==> config.mk <==
export PLATFORM = sky130hd
export DESIGN_NAME = serial_frame_controller_flat
export DESIGN_NICKNAME = d
export VERILOG_FILES = /design/src/rtl/serial_frame_controller_if.sv /design/src/rtl/serial_frame_controller.sv /design/src/flat_wrapper.sv
export SDC_FILE = /design/constraint.sdc
export NUM_CORES = 1
export LEC_CHECK = 0
export BUFFER_PORTS_ARGS = -buffer_cell sky130_fd_sc_hd__buf_2
export CAP_MARGIN = 20
export CORE_MARGIN = 2
export CORE_UTILIZATION = 49
export CTS_CLUSTER_SIZE = 12
export DETAILED_ROUTE_END_ITERATION = 12
export GPL_ROUTABILITY_DRIVEN = 1
export PLACE_DENSITY_LB_ADDON = 0.25
export SKIP_CTS_REPAIR_TIMING = 1
export SYNTH_ARGS = -nofsm -noshare
export SYNTH_HDL_FRONTEND = slang
export SYNTH_SLANG_ARGS = --single-unit
==> constraint.sdc <==
create_clock -name clk -period 1.6 [get_ports clk]
set_input_delay 0.32 -clock clk [delete_from_list [all_inputs] [get_ports clk]]
set_output_delay 0.32 -clock clk [all_outputs]
set_load 0.02 [all_outputs]
==> src/rtl/serial_frame_controller_if.sv <==
// serial_frame_controller_if: serial line, shift-register control and output-word handshake bundle.
interface serial_frame_controller_if;
    logic       serIn;
    logic       sh_in;
    logic       sh_en;
    logic [0:5] sh_q;
    logic [5:0] out_word;
    logic       out_valid;
    logic       out_ready;
    logic       out_perr;
    logic       frame_err;
    logic       overrun;
    modport master (
        input  serIn, sh_q, out_ready,
        output sh_in, sh_en, out_word, out_valid, out_perr, frame_err, overrun
    );
    modport slave (
        output serIn, sh_q, out_ready,
        input  sh_in, sh_en, out_word, out_valid, out_perr, frame_err, overrun
    );
endinterface

==> src/rtl/serial_frame_controller.sv <==
// serial_frame_controller: detects start bits, gates the 6-bit shift register for six bit-times,
// checks parity/stop and hands the captured word downstream over valid/ready.
module serial_frame_controller #(
    parameter int PARITY_EN = 1
) (
    input  logic                      clk,
    input  logic                      rst,
    serial_frame_controller_if.master bus
);
    localparam logic [1:0] IDLE = 2'd0, DATA = 2'd1, PARITY = 2'd2, STOP = 2'd3;
    localparam logic PAR_ON = (PARITY_EN != 0);
    logic [1:0] r_state;
    logic [2:0] r_cnt;
    logic       r_perr;
    logic [5:0] r_word;
    logic       r_valid;
    logic       r_out_perr;
    logic       r_ferr;
    logic       r_ovr;
    logic [5:0] w_q;
    logic       w_deliver;
    logic       w_accept;
    // sh_q is declared [0:5]; keep index i of the register at index i of the word
    assign w_q = {bus.sh_q[5], bus.sh_q[4], bus.sh_q[3], bus.sh_q[2], bus.sh_q[1], bus.sh_q[0]};
    assign w_deliver = (r_state == STOP) && bus.serIn;
    assign w_accept  = r_valid && bus.out_ready;
    assign bus.sh_in     = bus.serIn;
    assign bus.sh_en     = (r_state == DATA) && !rst;
    assign bus.out_word  = r_word;
    assign bus.out_valid = r_valid;
    assign bus.out_perr  = r_out_perr;
    assign bus.frame_err = r_ferr;
    assign bus.overrun   = r_ovr;
    always_ff @(posedge clk) begin
        if (rst) begin
            r_state    <= IDLE;
            r_cnt      <= 3'd0;
            r_perr     <= 1'b0;
            r_word     <= 6'd0;
            r_valid    <= 1'b0;
            r_out_perr <= 1'b0;
            r_ferr     <= 1'b0;
            r_ovr      <= 1'b0;
        end else begin
            r_ferr <= (r_state == STOP) && !bus.serIn;
            r_ovr  <= w_deliver && r_valid && !bus.out_ready;
            case (r_state)
                IDLE: if (!bus.serIn) begin
                    r_state <= DATA;
                    r_cnt   <= 3'd0;
                end
                DATA: begin
                    r_cnt <= r_cnt + 3'd1;
                    if (r_cnt == 3'd5) r_state <= PAR_ON ? PARITY : STOP;
                end
                PARITY: begin
                    r_perr  <= ^w_q ^ bus.serIn;
                    r_state <= STOP;
                end
                default: r_state <= IDLE;
            endcase
            // a word held against a stalled consumer is never overwritten
            if (w_deliver && (!r_valid || bus.out_ready)) begin
                r_word     <= w_q;
                r_out_perr <= PAR_ON && r_perr;
                r_valid    <= 1'b1;
            end else if (w_accept) begin
                r_valid <= 1'b0;
            end
        end
    end
endmodule

==> src/flat_wrapper.sv <==
// flat-port wrapper written by rule: the top's interface ports become plain ports
module serial_frame_controller_flat 
#(
    parameter int PARITY_EN = 1
)
  (clk, rst, bus_serIn, bus_sh_q, bus_out_ready, bus_sh_in, bus_sh_en, bus_out_word, bus_out_valid, bus_out_perr, bus_frame_err, bus_overrun);
  serial_frame_controller_if bus_i ();
  input  logic clk;
  input  logic rst;
  input wire logic [$bits(bus_i.serIn)-1:0] bus_serIn;
  input wire logic [$bits(bus_i.sh_q)-1:0] bus_sh_q;
  input wire logic [$bits(bus_i.out_ready)-1:0] bus_out_ready;
  output wire logic [$bits(bus_i.sh_in)-1:0] bus_sh_in;
  output wire logic [$bits(bus_i.sh_en)-1:0] bus_sh_en;
  output wire logic [$bits(bus_i.out_word)-1:0] bus_out_word;
  output wire logic [$bits(bus_i.out_valid)-1:0] bus_out_valid;
  output wire logic [$bits(bus_i.out_perr)-1:0] bus_out_perr;
  output wire logic [$bits(bus_i.frame_err)-1:0] bus_frame_err;
  output wire logic [$bits(bus_i.overrun)-1:0] bus_overrun;
  assign bus_i.serIn = bus_serIn;
  assign bus_i.sh_q = bus_sh_q;
  assign bus_i.out_ready = bus_out_ready;
  assign bus_sh_in = bus_i.sh_in;
  assign bus_sh_en = bus_i.sh_en;
  assign bus_out_word = bus_i.out_word;
  assign bus_out_valid = bus_i.out_valid;
  assign bus_out_perr = bus_i.out_perr;
  assign bus_frame_err = bus_i.frame_err;
  assign bus_overrun = bus_i.overrun;
  serial_frame_controller #(.PARITY_EN(PARITY_EN)) u_core (.clk(clk), .rst(rst), .bus(bus_i));
endmodule
==> results.py <==
metrics = {
    "floorplanning": {
        "core_area_um2": 1470,
        "top_level_ports": 22,
        "height_of_the_chip_um": 43.3,
        "fp.dieW_um": 43.3,
        "fp-row-count": 14,
        "initial_core_util": 0.514,
        "floorplan.die_area_um2": 1880,
    },
    "clock_network": {
        "clock_insertion_delay_worst_skew_ps": 290,
        "tritoncts.num_buffers": 3,
        "clkSinkCount": 16,
        "cts.root.buffer_cell": "sky130_fd_sc_hd__clkbuf_4",
        "tritoncts": "done",
        "clock_pin_slew_on_the_worst_setup_and_hold_paths_ps": 100,
        "cts-htree-levels": 1,
        "ctsLongestPathBuffers": 2,
    },
    "synthesis": {
        "synth_most_common_cell": "sky130_fd_sc_hd__dfxtp_1",
        "yosys_register_bits": 16,
        "synth.cell_area_um2": 757,
        "synth_fa_ha_area_frac": 0.0992,
        "post_synth_xor_area_fraction": 0.0694,
        "synth_common_cells": "sky130_fd_sc_hd__dfxtp_1 (16), sky130_fd_sc_hd__nor2_1 (11), sky130_fd_sc_hd__mux2i_1 (9), sky130_fd_sc_hd__ha_1 (6), sky130_fd_sc_hd__nand2_1 (6)",
        "asr_flop_ratio_synth": 0,
        "synth_largest_type_area_fraction": 0.423,
        "ys_seq_area_frac": 0.423,
        "share_of_synthesized_area_spent_on_multiplexers": 0.119,
        "avgSynthCellArea_um2": 9.46,
        "synth_top_area_cell": "sky130_fd_sc_hd__dfxtp_1",
        "synth-simple-area-share": 0.182,
        "yosys_warnings": 0,
        "ys_dominant_reg_cell": "sky130_fd_sc_hd__dfxtp_1",
        "yosysUniqueCellTypes": 20,
        "synth.net_count": 96,
        "synth_edf_count": 0,
        "combinational_family_with_the_most_area_after_synthesis": "simple AND/OR/NAND/NOR gates",
        "area_contributors_post_synth": "sky130_fd_sc_hd__dfxtp_1 (42%), sky130_fd_sc_hd__mux2i_1 (12%), sky130_fd_sc_hd__ha_1 (9.9%), sky130_fd_sc_hd__xnor2_1 (5.8%), sky130_fd_sc_hd__nor2_1 (5.5%)",
        "synth_cells": 80,
        "synth_compound_area_frac": 0.0628,
    },
    "drt": {
        "num_vias": 601,
        "detailedRoute.firstIterationViolations": 6,
        "drt-pass1-iter-count": 3,
        "detail_route.vias_per_cell": 5.05,
        "wl_um": 1510,
        "route.detailed.drc": 0,
        "wire_per_inst_um": 12.7,
        "detail-route-antenna-nets": 0,
    },
    "timing": {
        "final_period_util": 0.953,
        "setup_repair_after_global_routing_missed_its_margin": "no",
        "fmaxAchievable_mhz": 656,
        "hold_viol_final": 0,
        "setup_slack_ps": 75.6,
        "max-slew-margin-rel": 0.752,
        "max_slew.worst_pin.slew_ps": 368,
        "finalMaxSlewViolations": 0,
        "fin_crit_ps": 1520,
        "worst_hold_slack_ps": 263,
        "timing.final.setup_violations": 0,
        "finalClockSkew_ps": 5.15,
    },
    "setup_path": {
        "critPathArrivalTime_ps": 1200,
        "end_kind": "primary output",
        "path_max_fanout": 6,
        "r2r_start": "u_core.r_state[0]",
        "criticalPathCategory": "reg2out",
        "startpoint": "u_core.r_state[1]",
        "required_ps": 1280,
        "critical_path.startpoint_type": "register",
    },
    "place": {
        "finalWeightedCongestion": 0.722,
        "dpl.hpwl_um": 1120,
        "pre_cts_slack_ps": 139,
        "port_buffers": 21,
    },
    "layout": {
        "layout.nets": 120,
        "area.growth.synth_to_final_pct": 22.6,
        "antenna_fix_cells": 0,
        "post_route_cells_drive_above_1_share": 0.301,
    },
    "outcome": {
        "status": "completed",
    },
    "global_route": {
        "globalRouteOverflowTotal": 0,
        "initial_antenna_violation_count": 0,
        "grt_start_max_net_pins": 11,
        "grt_pass1_vias": 608,
        "grt_pass1_wl_um": 2460,
        "grt.total_usage": 0.186,
    },
    "pwr": {
        "powerDensity_nw_per_um2": 1260,
        "vdd_drop_max_mv": 0.782,
        "power_leakage_nw": 0.409,
    },
    "run": {
        "drv.max_cap_violation_count": 0,
    },
    "hold_path": {
        "hold_path_class": "in2reg",
        "hp-start": "bus_serIn",
    },
}
[worst max-delay path, stage by stage (launching register included)]
cell and delay [ps]:
sky130_fd_sc_hd__dfxtp_2 370, sky130_fd_sc_hd__inv_1 80, sky130_fd_sc_hd__ha_4 180, sky130_fd_sc_hd__nor2b_1 120
sky130_fd_sc_hd__buf_4 160
[per-layer routing]
metal,wire length [µm],vias to the layer above,GRT usage
li1,-,305,-
met1,646,272,0.205
met2,728,18,0.299
met3,84,6,0.0511
met4,48,0,0.145
met5,0,-,0
[state kept, by name (all words and copies together) (netlist names)]
name                  flops
u_core.bus.frame_err      1
u_core.r_state            2
u_core.bus.overrun        1
u_core.bus.out_valid      1
u_core.r_cnt              3
u_core.bus.out_word       6
u_core.r_perr             1
u_core.bus.out_perr       1
[cell type report]
cell class / count / area [µm²]
multi-input cells: 57 / 415
flip-flops and latches: 16 / 323
repair buffers: 23 / 123
clock buffers: 4 / 36.3
fillers: 135 / 543
well taps: 16 / 20.0
inverters: 3 / 11.3
[final timing paths]
check             slack [ps]  cells past startpoint                    to
setup reg to reg         140                      6     u_core.r_state[0]
setup / recovery          80                      4             bus_sh_en
hold / removal           260                      2  u_core.bus.frame_err
hold reg to reg          500                      2       u_core.r_cnt[2]
[stage by stage]
step | total power [W] | instances | setup TNS (ps) | area (µm²) | utilization
after CTS | 0.00115 | 119 | -55.5 | 911 | 0.619
after floorplan | 0.000776 | 80 | 0 | 757 | -
after global placement | 0.000847 | 115 | 0 | 875 | 0.594
after detailed placement | 0.000875 | 115 | 0 | 875 | 0.594
final | 0.00117 | 119 | 0 | 928 | 0.631
after global routing | 0.00126 | 119 | 0 | 928 | 0.631
[cell families (layout without fill, tap and decap cells)]
kind of cell / after synthesis / after routing
AO/OA/AOI/OAI: 8 / 8
flip-flops: 16 / 16
multiplexers: 9 / 9
buffers and inverters: 7 / 30
adder cells (fa/ha/maj): 6 / 6
AND/OR/NAND/NOR: 28 / 28
XOR/XNOR: 6 / 6
[power breakdown]
group	internal [W]	total, W	switching (W)
registers	0.000450	0.000498	0.0000476
clock network	0.000139	0.000274	0.000136
logic	0.000184	0.000402	0.000218
[cells in the final DEF (no fill, tap or decap), drive strengths merged]
master	n
dfxtp	16
xor2	1
a21oi	4
o21ai	2
inv	3
nand2b	3
ha	6
a21boi	1
nor2	11
buf	23
nor3b	1
nand2	6
o22ai	1
nor3	1
nand3b	2
and3b	1
nor2b	3
clkbuf	4
xnor2	5
mux2i	9
Note: power is estimated with default switching activity, not from simulation.
